===== config.mk =====
export PLATFORM = sky130hd
export DESIGN_NAME = sys_arr_edge_feeder
export DESIGN_NICKNAME = d
export VERILOG_FILES = /design/src/rtl/dsp_sys_arr_pkg.sv /design/src/rtl/feeder_buf.sv /design/src/rtl/sys_arr_edge_feeder.sv
export SDC_FILE = /design/constraint.sdc
export NUM_CORES = 1
export LEC_CHECK = 0
export ABC_AREA = 0
export CORE_ASPECT_RATIO = 0.5
export CORE_MARGIN = 2
export CORE_UTILIZATION = 55
export CTS_BUF_LIST = sky130_fd_sc_hd__clkbuf_2
export CTS_CLUSTER_SIZE = 10
export DETAILED_ROUTE_END_ITERATION = 8
export HOLD_SLACK_MARGIN = 0.02
export PLACE_DENSITY = 0.73
export SYNTH_ARGS = -nofsm -noshare
export SYNTH_HDL_FRONTEND = slang
export SYNTH_SLANG_ARGS = --single-unit

===== constraint.sdc =====
create_clock -name clk -period 4.5 [get_ports clk]
set_input_delay 0.9 -clock clk [delete_from_list [all_inputs] [get_ports clk]]
set_output_delay 0.9 -clock clk [all_outputs]
set_load 0.01 [all_outputs]

===== src/rtl/dsp_sys_arr_pkg.sv =====
// Types and constants shared by the systolic-array operand feeders and PEs.
package dsp_sys_arr_pkg;

  typedef logic [31:0] word_t;

  typedef enum logic [2:0] {
    IDLE      = 3'd0,
    LOADED    = 3'd1,
    SKEW_WAIT = 3'd2,
    STREAM    = 3'd3,
    DONE      = 3'd4
  } feeder_state_t;

  localparam int FEEDER_MAX_SKEW = 255;

endpackage


===== src/rtl/feeder_buf.sv =====
// Operand vector storage: synchronous write port, combinational read port.
module feeder_buf
  import dsp_sys_arr_pkg::*;
#(
  parameter int DEPTH = 16,
  parameter int AW    = (DEPTH > 1) ? $clog2(DEPTH) : 1
) (
  input  logic          clk,
  input  logic          wr_en,
  input  logic [AW-1:0] wr_addr,
  input  word_t         wr_dat,
  input  logic [AW-1:0] rd_addr,
  output word_t         rd_dat
);

  word_t mem_q [DEPTH];

  // Contents are never reset; only entries below the loaded length are read.
  always_ff @(posedge clk) begin
    if (wr_en) begin
      mem_q[wr_addr] <= wr_dat;
    end
  end

  assign rd_dat = mem_q[rd_addr];

endmodule


===== src/rtl/sys_arr_edge_feeder.sv =====
// Buffers one operand vector and streams it, after a programmable start skew,
// into a systolic-array edge PE over a valid/ready interface.
module sys_arr_edge_feeder
  import dsp_sys_arr_pkg::*;
#(
  parameter int DEPTH = 16,
  parameter int SKEW  = 0,
  parameter int CNT_W = $clog2(DEPTH + 1)
) (
  input  logic             clk,
  input  logic             nrst,
  input  logic             ld_valid,
  input  word_t            ld_dat,
  input  logic             ld_last,
  output logic             ld_ready,
  input  logic             start,
  output logic             out_valid,
  input  logic             out_ready,
  output word_t            out_dat,
  output logic             busy,
  output logic             done,
  output logic [CNT_W-1:0] vec_len
);

  localparam int AW       = (DEPTH > 1) ? $clog2(DEPTH) : 1;
  localparam int SKEW_LIM = (SKEW > FEEDER_MAX_SKEW) ? FEEDER_MAX_SKEW : SKEW;
  localparam logic [CNT_W-1:0] DEPTH_C = CNT_W'(DEPTH);
  localparam logic [CNT_W-1:0] ONE_C   = CNT_W'(1);
  localparam logic [7:0]       SKEW_C  = 8'(SKEW_LIM);

  feeder_state_t    state_q, state_d;
  logic [CNT_W-1:0] wr_ptr_q, wr_ptr_d;
  logic [CNT_W-1:0] rd_ptr_q, rd_ptr_d;
  logic [CNT_W-1:0] vec_len_q, vec_len_d;
  logic [7:0]       skew_cnt_q, skew_cnt_d;
  logic             ld_ready_q, ld_ready_d;
  logic             out_valid_q, out_valid_d;
  logic             busy_q, busy_d;
  logic             done_q, done_d;
  logic             wr_en_s;
  logic             hs_s;
  word_t            rd_dat_s;

  feeder_buf #(.DEPTH(DEPTH), .AW(AW)) u_buf (
    .clk     (clk),
    .wr_en   (wr_en_s),
    .wr_addr (wr_ptr_q[AW-1:0]),
    .wr_dat  (ld_dat),
    .rd_addr (rd_ptr_q[AW-1:0]),
    .rd_dat  (rd_dat_s)
  );

  // Next-state, pointer and registered-output computation.
  always_comb begin
    state_d    = state_q;
    wr_ptr_d   = wr_ptr_q;
    rd_ptr_d   = rd_ptr_q;
    vec_len_d  = vec_len_q;
    skew_cnt_d = skew_cnt_q;
    wr_en_s    = 1'b0;
    hs_s       = out_valid_q && out_ready;
    case (state_q)
      IDLE: begin
        if (ld_valid && ld_ready_q) begin
          wr_en_s  = 1'b1;
          wr_ptr_d = wr_ptr_q + ONE_C;
          // A beat that fills the buffer ends the load even without ld_last.
          if (ld_last || (wr_ptr_d == DEPTH_C)) begin
            state_d   = LOADED;
            vec_len_d = wr_ptr_d;
          end else begin
            state_d = IDLE;
          end
        end else begin
          state_d = IDLE;
        end
      end
      LOADED: begin
        if (start) begin
          if (SKEW_C == 8'd0) begin
            state_d = STREAM;
          end else begin
            state_d    = SKEW_WAIT;
            skew_cnt_d = SKEW_C;
          end
        end else begin
          state_d = LOADED;
        end
      end
      SKEW_WAIT: begin
        skew_cnt_d = skew_cnt_q - 8'd1;
        if (skew_cnt_q <= 8'd1) begin
          state_d = STREAM;
        end else begin
          state_d = SKEW_WAIT;
        end
      end
      STREAM: begin
        if (hs_s) begin
          rd_ptr_d = rd_ptr_q + ONE_C;
          if (rd_ptr_d == vec_len_q) begin
            state_d = DONE;
          end else begin
            state_d = STREAM;
          end
        end else begin
          state_d = STREAM;
        end
      end
      DONE: begin
        wr_ptr_d  = {CNT_W{1'b0}};
        rd_ptr_d  = {CNT_W{1'b0}};
        vec_len_d = {CNT_W{1'b0}};
        state_d   = IDLE;
      end
      default: begin
        state_d = IDLE;
      end
    endcase
    ld_ready_d  = (state_d == IDLE) && (wr_ptr_d < DEPTH_C);
    out_valid_d = (state_d == STREAM);
    busy_d      = (state_d == SKEW_WAIT) || (state_d == STREAM);
    done_d      = (state_d == DONE);
  end

  // State and output registers; reset returns every output to zero at once.
  always_ff @(posedge clk or negedge nrst) begin
    if (!nrst) begin
      state_q     <= IDLE;
      wr_ptr_q    <= {CNT_W{1'b0}};
      rd_ptr_q    <= {CNT_W{1'b0}};
      vec_len_q   <= {CNT_W{1'b0}};
      skew_cnt_q  <= 8'd0;
      ld_ready_q  <= 1'b0;
      out_valid_q <= 1'b0;
      busy_q      <= 1'b0;
      done_q      <= 1'b0;
    end else begin
      state_q     <= state_d;
      wr_ptr_q    <= wr_ptr_d;
      rd_ptr_q    <= rd_ptr_d;
      vec_len_q   <= vec_len_d;
      skew_cnt_q  <= skew_cnt_d;
      ld_ready_q  <= ld_ready_d;
      out_valid_q <= out_valid_d;
      busy_q      <= busy_d;
      done_q      <= done_d;
    end
  end

  assign ld_ready  = ld_ready_q;
  assign out_valid = out_valid_q;
  assign out_dat   = out_valid_q ? rd_dat_s : 32'h0000_0000;
  assign busy      = busy_q;
  assign done      = done_q;
  assign vec_len   = vec_len_q;

endmodule


==> metrics.csv <==
stage,metric,value,unit
worst_setup_path,crit_path_end_kind,output port,
clocking,cts_tree,done,
layout,fin_cells,1745,
drt,ant_nets,0,
floorplan,ioPinCount,79,
logic_synthesis,synth_fp_nets,1008,
logic_synthesis,synth_flop_cell,edfxtp_1,
floorplan,die_w,281,µm
timing,fmax,229,MHz
clocking,insertion_delay,1.09,ns
grt,grtUsageTotal,22.1,%
worst_setup_path,worstPathRequired,3.60,ns
floorplan,initial_utilization,56.1,%
worst_setup_path,worst-path-buf-inv,3,
timing,worstMarginPinSlew,1.09,ns
logic_synthesis,syn_inst,963,
logic_synthesis,yosysWarnings,0,
logic_synthesis,yosysTopAreaCellShare,72.8,%
timing,rsz0062_at_grt,yes,
drt,drc,0,
timing,max_slew_margin,27.4,%
logic_synthesis,synth.largest_area_cell,edfxtp_1,
logic_synthesis,synth-edff-count,512,
layout,final_util,63.4,%
logic_synthesis,synth.area.top_cells,"edfxtp_1 (73%), mux4_2 (14%), dfrtp_1 (3.6%), mux2i_1 (3.0%), o22ai_1 (0.95%)",
clocking,clk_pin_slew_worst_paths,0.11,ns
power_and_ir_drop,leakagePower,7.67,nW
worst_setup_path,critical_path_class,reg -> out,
grt,grt-ovfl-total,0,
timing,setup_tns,0,ns
layout,n_fill_cell,2513,
timing,fin_crit_sh,97.0,%
worst_setup_path,rrSetupSlack,1.78,ns
worst_setup_path,worstPathMaxFanout,6,
worst_setup_path,critPathLaunchType,flop,
worst_setup_path,cp.arrival,3.46,ns
drt,routed_wl,42.6,mm
worst_setup_path,rr_startpoint,state_q[0]$_DFF_PN0_,
drt,routed_via_density,5.91,
timing,setup_violations,0,
logic_synthesis,syn_area,0.0211,mm²
clocking,root_buffer,clkbuf_2,
floorplan,num_rows,50,
worst_setup_path,cp_slowest_cell,dfrtp_4,
timing,slew_violations,0,
worst_setup_path,crit_chain,buf_12 -> buf_4 -> mux4_2 -> mux2i_1 -> o22ai_1 -> clkdlybuf4s50_1,
placed_design,dpl.cell_count,1550,
layout,layout.nets,1193,
power_and_ir_drop,p_per_area,515,mW/mm²
worst_setup_path,path_delay_family,buffers and inverters,
timing,period_needed,4.36,ns
layout,final_area,0.0238,mm²
grt,grt_pass1_wl,64.5,mm
layout,area_growth,12.9,%
clocking,cts-buffers-inserted,111,
worst_setup_path,reg2reg_depth,4,
grt,grt_pass1_vias,10700,
placed_design,place_area,0.0228,mm²
drt,drtPass1Iterations,5,
grt,grt_max_degree,44,
clocking,htreeDepth,3,
worst_setup_path,r2r_end,u_buf.mem_q[1][18]$_DFFE_PP_,
drt,vias,10300,
timing,setup_ws,0.135,ns
placed_design,place_congestion,0.775,
floorplan,die_y,143,µm
placed_design,dpl.hpwl,23.3,mm
job,cap_violations,0,
logic_synthesis,synth_seq_cells,542,
floorplan,coreArea,0.0376,mm²
timing,hold_viol,0,
min_path,hold_path_class,in -> async,
clocking,postCtsHoldBufs,0,
clocking,clockBufferDepth,3,
placed_design,place_ws,0.920,ns
clocking,clock-sinks,542,
layout,drive_above_1_share,30.8,%
logic_synthesis,async_flop_share,5.54,%
floorplan,fp.dieArea,0.0401,mm²
grt,antenna_found_initial,2,
logic_synthesis,ys_seq_area_share,76.4,%
logic_synthesis,avgSynthCellArea,21.9,µm²
timing,clock_skew,0.0526,ns
status,run_status,"finished, final reports clean",
logic_synthesis,ys_types,47,
worst_setup_path,max_stage_delay,0.56,ns
power_and_ir_drop,peakVddDrop,0.228,mV
drt,drt_iter0_markers,884,
placed_design,io_buffers,78,
drt,wire_per_inst,24.4,µm
[cell usage after synthesis (2+ instances only)]
library cell	number
xnor2_1	10
nor3b_1	2
inv_1	6
xor2_1	8
mux4_2	128
dfrtp_1	30
nor3_1	8
nor4_2	2
o22ai_1	32
buf_4	2
ha_1	7
mux2_2	5
nand3b_1	2
o21ai_0	10
mux2i_1	64
buf_2	22
and3b_1	2
nand2b_1	6
nand2_1	25
nor2_1	28
edfxtp_1	512
clkbuf_1	12
nand3_1	3
buf_1	2
a21oi_1	6
buf_6	8
[per-layer routing]
layer / vias up / share of wire (%) / track usage [%]
met4: 0 / 1.3 / 6.56
met2: 380 / 48 / 34.0
met5: - / 0 / 0
met3: 56 / 6.6 / 4.71
li1: 4435 / - / -
met1: 5450 / 44 / 32.5
[worst max path at each step]
stage	start	slack, ns	endpoint	depth (start not counted)
5_1_grt	rd_ptr_q[0]$_DFFE_PN0P_	-0.04	out_dat[15]	5
6_report	rd_ptr_q[0]$_DFFE_PN0P_	0.14	out_dat[0]	6
3_5_place_dp	rd_ptr_q[0]$_DFFE_PN0P_	0.92	out_dat[19]	5
4_1_cts	rd_ptr_q[0]$_DFFE_PN0P_	0.06	out_dat[19]	5
2_1_floorplan	ld_valid	0.32	u_buf.mem_q[0][0]$_DFFE_PP_	4
3_3_place_gp	rd_ptr_q[0]$_DFFE_PN0P_	0.91	out_dat[19]	5
[worst register-to-register path, cell delays in order, from the launching register on]
cell     delay, ns
dfrtp_1       0.51
nor4_2        0.67
nand2_1       0.40
nor3_2        0.20
buf_4         0.52
[cell type report]
class                   instances  area (µm²)  area share (%)
diodes                          5        12.5          0.0525
clock buffers                 166         831            3.49
clock inverters                19         111           0.467
inverters                       6        22.5          0.0945
multi-input cells             367        4780            20.0
flip-flops and latches        542       16100            67.7
well taps                     520         651            2.73
repair buffers                120        1290            5.41
[stage by stage]
stage | hold WS [ns] | total power [mW]
after CTS | 0.153 | 12.4
final | 0.201 | 12.3
after floorplan | 0.442 | 8.48
after detailed placement | 0.469 | 9.50
after global routing | 0.119 | 12.9
after global placement | 0.459 | 9.42
[flip-flops by register name, indices dropped and copies added, names as in the netlist]
signal       flops
u_buf.mem_q    512
skew_cnt_q       8
rd_ptr_q         5
vec_len          5
wr_ptr_q         5
state_q          3
busy             1
done             1
ld_ready         1
out_valid        1
[power breakdown]
part,internal [mW],total [mW],switching [mW]
Clock,1.02,2.79,1.77
Sequential,5.67,5.97,0.295
Combinational,1.88,3.50,1.62
Total,8.58,12.3,3.69
[placed cells by master, fill, tap and decap left out, types with 13 or more instances in the layout]
cell type and n:
nor2_1 16, clkdlybuf4s50_1 75, mux2i_1 63, edfxtp_1 512
clkbuf_2 166, buf_4 29, clkinv_1 13, dfrtp_1 27
nand2_1 24, mux4_2 128, o22ai_1 32
[kinds of logic after synthesis]
group,count (synthesis),synth area share (%)
compound gates,57,1.68
mux,197,17.0
simple gates,87,2.18
xor+xnor,19,0.824
flops,542,76.4
fa+ha+maj,7,0.415
buf+inv,54,1.54
[timing repair]
item,4_1_cts,5_1_grt
resized for setup,1,5
setup endpoints to repair,32,4
setup buffers,5,0
gates cloned,0,0
Note: power is estimated with default switching activity, not from simulation.
